## src/rtl/lstm_input_fetch.sv

```systemverilog
// Sequential reader for the LSTM input-sample ROM: walks seq x step x feat in
// order and streams each word over a one-deep valid/ready register with position tags.
module lstm_input_fetch #(
  parameter int WIDTH          = 32,
  parameter int NUM            = 45,
  parameter int NUM_ITERATIONS = 8,
  parameter int NUM_SEQ        = 2,
  localparam int SW = (NUM_SEQ > 1) ? $clog2(NUM_SEQ) : 1
) (
  input  logic                    clk,
  input  logic                    rst,
  input  logic                    start,
  input  logic                    abort,
  output logic [WIDTH-1:0]        addr,
  input  logic signed [WIDTH-1:0] mem_data,
  output logic signed [WIDTH-1:0] x_data,
  output logic                    x_valid,
  input  logic                    x_ready,
  output logic                    x_last_feat,
  output logic                    x_last_step,
  output logic [SW-1:0]           x_seq,
  output logic                    busy,
  output logic                    done
);

  localparam int FW = (NUM > 1) ? $clog2(NUM) : 1;
  localparam int TW = (NUM_ITERATIONS > 1) ? $clog2(NUM_ITERATIONS) : 1;

  typedef enum logic [1:0] {IDLE, RUN, DRAIN} state_t;

  state_t        state, next_state;
  logic [FW-1:0] feat;
  logic [TW-1:0] step;
  logic [SW-1:0] seq;
  logic          load, accept;
  logic          feat_last, step_last, seq_last, final_elem;

  assign feat_last  = (feat == FW'(NUM - 1));
  assign step_last  = (step == TW'(NUM_ITERATIONS - 1));
  assign seq_last   = (seq == SW'(NUM_SEQ - 1));
  assign final_elem = feat_last && step_last && seq_last;
  assign accept     = x_valid && x_ready;
  assign busy       = (state != IDLE);

  always_ff @(posedge clk or posedge rst) begin
    // NOTE: sequential state uses non-blocking assignments so every register
    // samples pre-edge values regardless of statement order.
    if (rst) state <= IDLE;
    else     state <= next_state;
  end

  always_comb begin
    // NOTE: defaults first so no path leaves a signal unassigned (no latches).
    next_state = state;
    load       = 1'b0;
    case (state)
      IDLE:    if (start) next_state = RUN;
      RUN: begin
        load = !x_valid || x_ready;
        if (load && final_elem) next_state = DRAIN;
      end
      DRAIN:   if (accept) next_state = IDLE;
      default: next_state = IDLE;
    endcase
    // abort outranks start and any load in the same cycle
    if (abort) begin
      next_state = IDLE;
      load       = 1'b0;
    end
  end

  always_ff @(posedge clk or posedge rst) begin
    if (rst) begin
      addr        <= '0;
      feat        <= '0;
      step        <= '0;
      seq         <= '0;
      x_data      <= '0;
      x_valid     <= 1'b0;
      x_last_feat <= 1'b0;
      x_last_step <= 1'b0;
      x_seq       <= '0;
      done        <= 1'b0;
    end else begin
      done <= 1'b0;
      if (abort) begin
        x_valid <= 1'b0;
        addr    <= '0;
        feat    <= '0;
        step    <= '0;
        seq     <= '0;
      end else if (load) begin
        x_data      <= mem_data;
        x_valid     <= 1'b1;
        x_last_feat <= feat_last;
        x_last_step <= step_last;
        x_seq       <= seq;
        // the final load keeps addr on the last word until the beat drains
        if (!final_elem) addr <= addr + WIDTH'(1);
        if (feat_last) begin
          feat <= '0;
          if (step_last) begin
            step <= '0;
            seq  <= seq_last ? '0 : seq + SW'(1);
          end else begin
            step <= step + TW'(1);
          end
        end else begin
          feat <= feat + FW'(1);
        end
      end else if (state == DRAIN && accept) begin
        x_valid <= 1'b0;
        done    <= 1'b1;
        addr    <= '0;
        feat    <= '0;
        step    <= '0;
        seq     <= '0;
      end
    end
  end

endmodule

```

## config.mk

```make
export PLATFORM = sky130hd
export DESIGN_NAME = lstm_input_fetch
export DESIGN_NICKNAME = d
export VERILOG_FILES = /design/src/rtl/lstm_input_fetch.sv
export SDC_FILE = /design/constraint.sdc
export NUM_CORES = 1
export LEC_CHECK = 0
export ABC_CLOCK_PERIOD_IN_PS = 2220
export CAP_MARGIN = 20
export CORE_MARGIN = 1
export CORE_UTILIZATION = 40
export CTS_CLUSTER_SIZE = 20
export DETAILED_ROUTE_END_ITERATION = 16
export PLACE_DENSITY = 0.71
export RECOVER_POWER = 100
export SLEW_MARGIN = 20
export SYNTH_ARGS = -nofsm -noshare
export SYNTH_HDL_FRONTEND = slang
export SYNTH_SLANG_ARGS = --single-unit
```

## constraint.sdc

```tcl
create_clock -name clk -period 2.22 [get_ports clk]
set_input_delay 0.333 -clock clk [delete_from_list [all_inputs] [get_ports clk]]
set_output_delay 0.333 -clock clk [all_outputs]
set_load 0.005 [all_outputs]
```

Yosys cells after proc, flatten, opt, wreduce, memory -nomap -nowiden. Index checks and enable logic that the tools add are counted.

Register bits: 81. Output and inout bits: 70. Input bits: 37. Logic and storage cells: 72.

Mux-type cells: 31. Eq/ne operators: 10. Bitwise operators: 1. $add $sub $neg: 4. Reduce and logical (&&, ||, !) cells: 15.

Operators with widths (number): $mux 32 (4); $add 32x1->32 const B (1); $mux 6 (4); $mux 3 (5); $mux 1 (13); $ne 3x3->1 const B (4); $mux 2 (4); $add 6x1->6 const B (1); $eq 6x6->1 const B (1); $ne 3x2->1 const B (2); $pmux 2 s3 (1); $reduce_and 2->1 (3); $reduce_and 3->1 (2); $logic_and 1x1->1 (5); $add 3x1->3 const B (1); $eq 3x3->1 const B (1); $reduce_bool 3->1 (1); $eq 2x1->1 const B (1); $eq 2x2->1 const B (1); $logic_not 2->1 (1); $reduce_bool 2->1 (1); $add 1x1->1 const B (1); $logic_not 1->1 (1); $logic_or 1x1->1 (1); $not 1->1 (1).

Longest topological paths before layout.
Depth after elaboration: 7. Gate-level depth with buffers: 8. Gate-level depth less buffers: 7.

Worst setup path before layout. No wires, ideal clock.

Kind: reg2reg. From: register step[0]. To: register addr[20]. Data arrival time: 1.844 ns. Setup time: 0.078 ns. Path slack: 0.298 ns. Stages on the path, launching flop included: 7. Path buffers: 0. Period minus slack after synthesis: 1.922 ns. Cells stage by stage: dfrtp_1 ha_1 ha_1 nand4_4 o2111ai_2 or4_1 a21oi_1.

Word-level cells in the longest chain between the ends: 5.

RTL lines: start, declared (RTL line 33) `logic [TW-1:0] step;`; start signal, assigned (RTL line 106) `step <= step + TW'(1);`; $eq 3x3->1 (RTL line 39) `assign step_last = (step == TW'(NUM_ITERATIONS - 1));`; named net step_last (RTL line 36) `logic feat_last, step_last, seq_last, final_elem;`; $logic_and 1x1->1 (2 in series) (RTL line 41) `assign final_elem = feat_last && step_last && seq_last;`; $ne 3x3->1 (no source line); $reduce_and 2->1 (no source line); end signal, assigned (RTL line 99) `if (!final_elem) addr <= addr + WIDTH'(1);`; end, declared (RTL line 14) `output logic [WIDTH-1:0] addr,`.

The timed path passes the listed nets, and every way through them passes these cells. A chain may end at the register's enable or synchronous reset.

Worst setup path in the final report.
From: register addr[9]. To: register addr[27].

Word-level cells in the longest chain between the ends: 4.

RTL lines: $add 32x1->32 (RTL line 99); $mux 32 (RTL line 99); $mux 32 (RTL line 92) `end else if (load) begin`; $mux 32 (RTL line 86) `if (abort) begin`.

No other way between the ends. The select of a mux whose other input is x is not followed.

==> flow_summary.json <==
{
  "worstHoldPathType": "reg2reg",
  "worst_setup_path_end_kind": "flop",
  "r2r_slack_ns": 0.18,
  "setup_tns_ns": 0,
  "grt_pass1_wl_um": 15500,
  "cts_max_level": 3,
  "drt_wl_total_um": 9180,
  "antenna_cells": 0,
  "cts_hold_buf": 0,
  "hold_viol": 0,
  "cp_slowest_cell": "dfrtp_1",
  "syn_to_final_growth_pct": 39.1,
  "grt_overflow_total": 0,
  "skew_ns": 0.00764,
  "io_buffer_count": 106,
  "critPathKind": "reg2reg",
  "arrival_ns": 2.32,
  "status": "finished, final reports clean",
  "critPathLaunchType": "flop",
  "cts_setup_buffers": 0,
  "layout-drive-gt1-share_pct": 9.28,
  "ys_ff_latch": 81,
  "synth-edff-count": 0,
  "syn_area_mm2": 0.00383,
  "cts-buffers-inserted": 9,
  "vias": 3317,
  "whs_ns": 0.476,
  "required_ns": 2.50,
  "synth_fp_nets": 451,
  "synth-seq-area-share_pct": 52.9,
  "initial_utilization_pct": 41.4,
  "yosys.area.top_type": "dfrtp_1",
  "slew_viol_final": 0,
  "worstPathMaxFanout": 6,
  "synthArstFlopShare_pct": 100,
  "clk_latency_ns": 0.36,
  "power_leakage_nw": 2.50,
  "first_pass_iters": 4,
  "ys_warn_count": 0,
  "max_stage_delay_ns": 0.46,
  "synthTopCellsByArea": "dfrtp_1, nand2_1, a21oi_1",
  "slew_headroom_pct": 26.8,
  "rows": 35,
  "synth_ff_type": "dfrtp_1",
  "yosysTopAreaCellShare_pct": 52.9,
  "cap_violations": 0,
  "tightest_slew_ns": 1.10,
  "gp_congestion": 0.794,
  "cp_num_buf_inv": 0,
  "die-area_mm2": 0.00997,
  "crit_chain": "nand4_1 -> nor4_1 -> o2111ai_2 -> or3_1 -> a21oi_1",
  "synth_cells": 409,
  "root_buffer": "clkbuf_8",
  "syn_area_per_cell_um2": 9.36,
  "track_usage_pct": 19.6,
  "critical_path.top_delay_family": "simple AND/OR/NAND/NOR gates",
  "total_power_mw": 3.43,
  "period_needed_ns": 2.04,
  "fmax_ghz": 0.490,
  "wl_per_cell_um": 13.7,
  "grt_max_degree": 82,
  "drt_iter0_markers": 101,
  "fillers": 821,
  "p_per_area_mw_per_mm2": 644,
  "cts_max_path_buffers": 2,
  "vias_per_cell": 4.97,
  "grt_pass1_vias": 3293,
  "clk_pin_slew_ns": 0.08,
  "layout.nets": 576,
  "die_w_um": 99.9,
  "dp_hpwl_um": 6430,
  "setup-violations-final": 0,
  "irDropWorstVdd_uv": 523,
  "drcViolationCount": 0,
  "boundaryPins": 107,
  "yosysUniqueCellTypes": 44,
  "antenna_found_initial": 0,
  "drt.antenna.violating_nets": 0,
  "core_mm2": 0.00924,
  "cts_resized": 0,
  "dieHeight_um": 99.9,
  "grt_setup_unrepaired": "no",
  "cts_tree": "built",
  "finalCritPeriodShare_pct": 91.9,
  "cts_sinks": 81
}
-- synth_stat cells (2+ instances only) --
master / number
and2_1: 2
nand4_1: 8
a21oi_1: 27
o31ai_1: 8
nor4_1: 4
dfrtp_1: 81
nand3_1: 10
o2111ai_2: 3
nor2_1: 18
nand2_1: 129
nor3_1: 3
inv_1: 8
nand2b_1: 2
clkbuf_1: 11
nand4_2: 2
buf_6: 2
o21ai_0: 22
ha_1: 5
o211ai_2: 2
buf_2: 2
or4_1: 8
xor2_1: 6
or3_1: 19
xnor2_1: 4
a21o_1: 3
or2_2: 2
-- final timing paths --
check	startpoint	end	depth (start not counted)
max in group asynchronous	rst	x_data[0]$_DFFE_PP0N_	3
hold reg to reg	x_data[1]$_DFFE_PP0N_	x_data[1]$_DFFE_PP0N_	2
setup / recovery	addr[9]$_DFFE_PP0P_	addr[27]$_DFFE_PP0P_	5
hold / removal	x_data[1]$_DFFE_PP0N_	x_data[1]$_DFFE_PP0N_	2
min in group asynchronous	rst	addr[12]$_DFFE_PP0P_	3
setup reg to reg	addr[9]$_DFFE_PP0P_	addr[27]$_DFFE_PP0P_	5
-- power breakdown --
| part | internal [mW] | switching (mW) |
|---|---|---|
| registers | 1.60 | 0.0720 |
| logic | 0.290 | 0.238 |
| clock network | 0.668 | 0.564 |
| total | 2.56 | 0.873 |
-- metal layers --
metal	up-vias	wire length, um	GRT usage [%]	part of all wire (%)
met3	15	627	6.89	6.8
met1	1555	4060	24.4	44
li1	1655	-	-	-
met4	0	108	5.66	1.2
met2	92	4390	32.4	48
met5	-	0	0	0
-- registers in the layout, indices dropped and copies added (netlist names), 2 cells and up --
signal / flops
x_data: 32
addr: 32
step: 3
state: 2
feat: 6
-- layout make-up --
type                            count  area (um^2)  share of cell area [%]
Clock buffer                       10          138                    2.58
Clock inverter                      6         90.1                    1.69
Inverter                            8         33.8                   0.634
Multi-Input combinational cell    305         1680                    31.5
Sequential cell                    81         2030                    38.0
Tap cell                          129          161                    3.03
Timing Repair Buffer              129         1200                    22.5
-- layout by cell type, fill, tap and decap left out, types with 2 or more instances in the layout --
cell | netlist | layout
and2_1 | 2 | 2
nor2_1 | 18 | 18
nand2_1 | 129 | 129
clkbuf_1 | 11 | 7
xor2_1 | 6 | 6
o211ai_2 | 2 | 3
buf_4 | 0 | 12
nand4_2 | 2 | 2
nand3_1 | 10 | 10
clkbuf_8 | 0 | 10
or2_2 | 2 | 2
xnor2_1 | 4 | 4
dlygate4sd3_1 | 0 | 71
dfrtp_1 | 81 | 81
o21ai_0 | 22 | 22
nor3_1 | 3 | 3
o31ai_1 | 8 | 8
clkbuf_2 | 0 | 3
a21oi_1 | 27 | 27
or3_1 | 19 | 19
or4_1 | 8 | 8
bufinv_16 | 0 | 2
nand2b_1 | 2 | 2
nor4_1 | 4 | 3
nor4_2 | 1 | 2
inv_1 | 8 | 7
nand4_1 | 8 | 8
nor2b_1 | 1 | 2
o2111ai_2 | 3 | 2
clkdlybuf4s50_1 | 0 | 35
a21o_1 | 3 | 3
clkinvlp_4 | 0 | 2
ha_1 | 5 | 5
-- tightest hold or removal path, stage by stage, from the launching register on --
cell and delay [ns]:
dfrtp_1 0.34, nand2_1 0.05, nand2_1 0.05
-- kinds of logic after synthesis --
logic type | Yosys count | share of synthesized area [%]
adders and majority gates | 5 | 1.63
buffers and inverters | 23 | 2.71
xor gates and xnor gates | 10 | 2.29
AOI/OAI and AO/OA | 71 | 12.5
and+or+nand+nor | 218 | 27.7
DFF | 81 | 52.9
muxes | 1 | 0.261
-- metrics by stage --
step	instance area, um^2	std cells	util, %	setup WS (ns)
2_1_floorplan	3830	409	-	0.298
3_3_place_gp	5170	652	56.0	-0.0385
3_5_place_dp	5170	652	56.0	-0.0699
4_1_cts	5400	668	58.4	0.119
5_1_grt	5330	668	57.7	0.0249
6_report	5330	668	57.7	0.179
No activity file was read; power rests on OpenSTA's default activity.
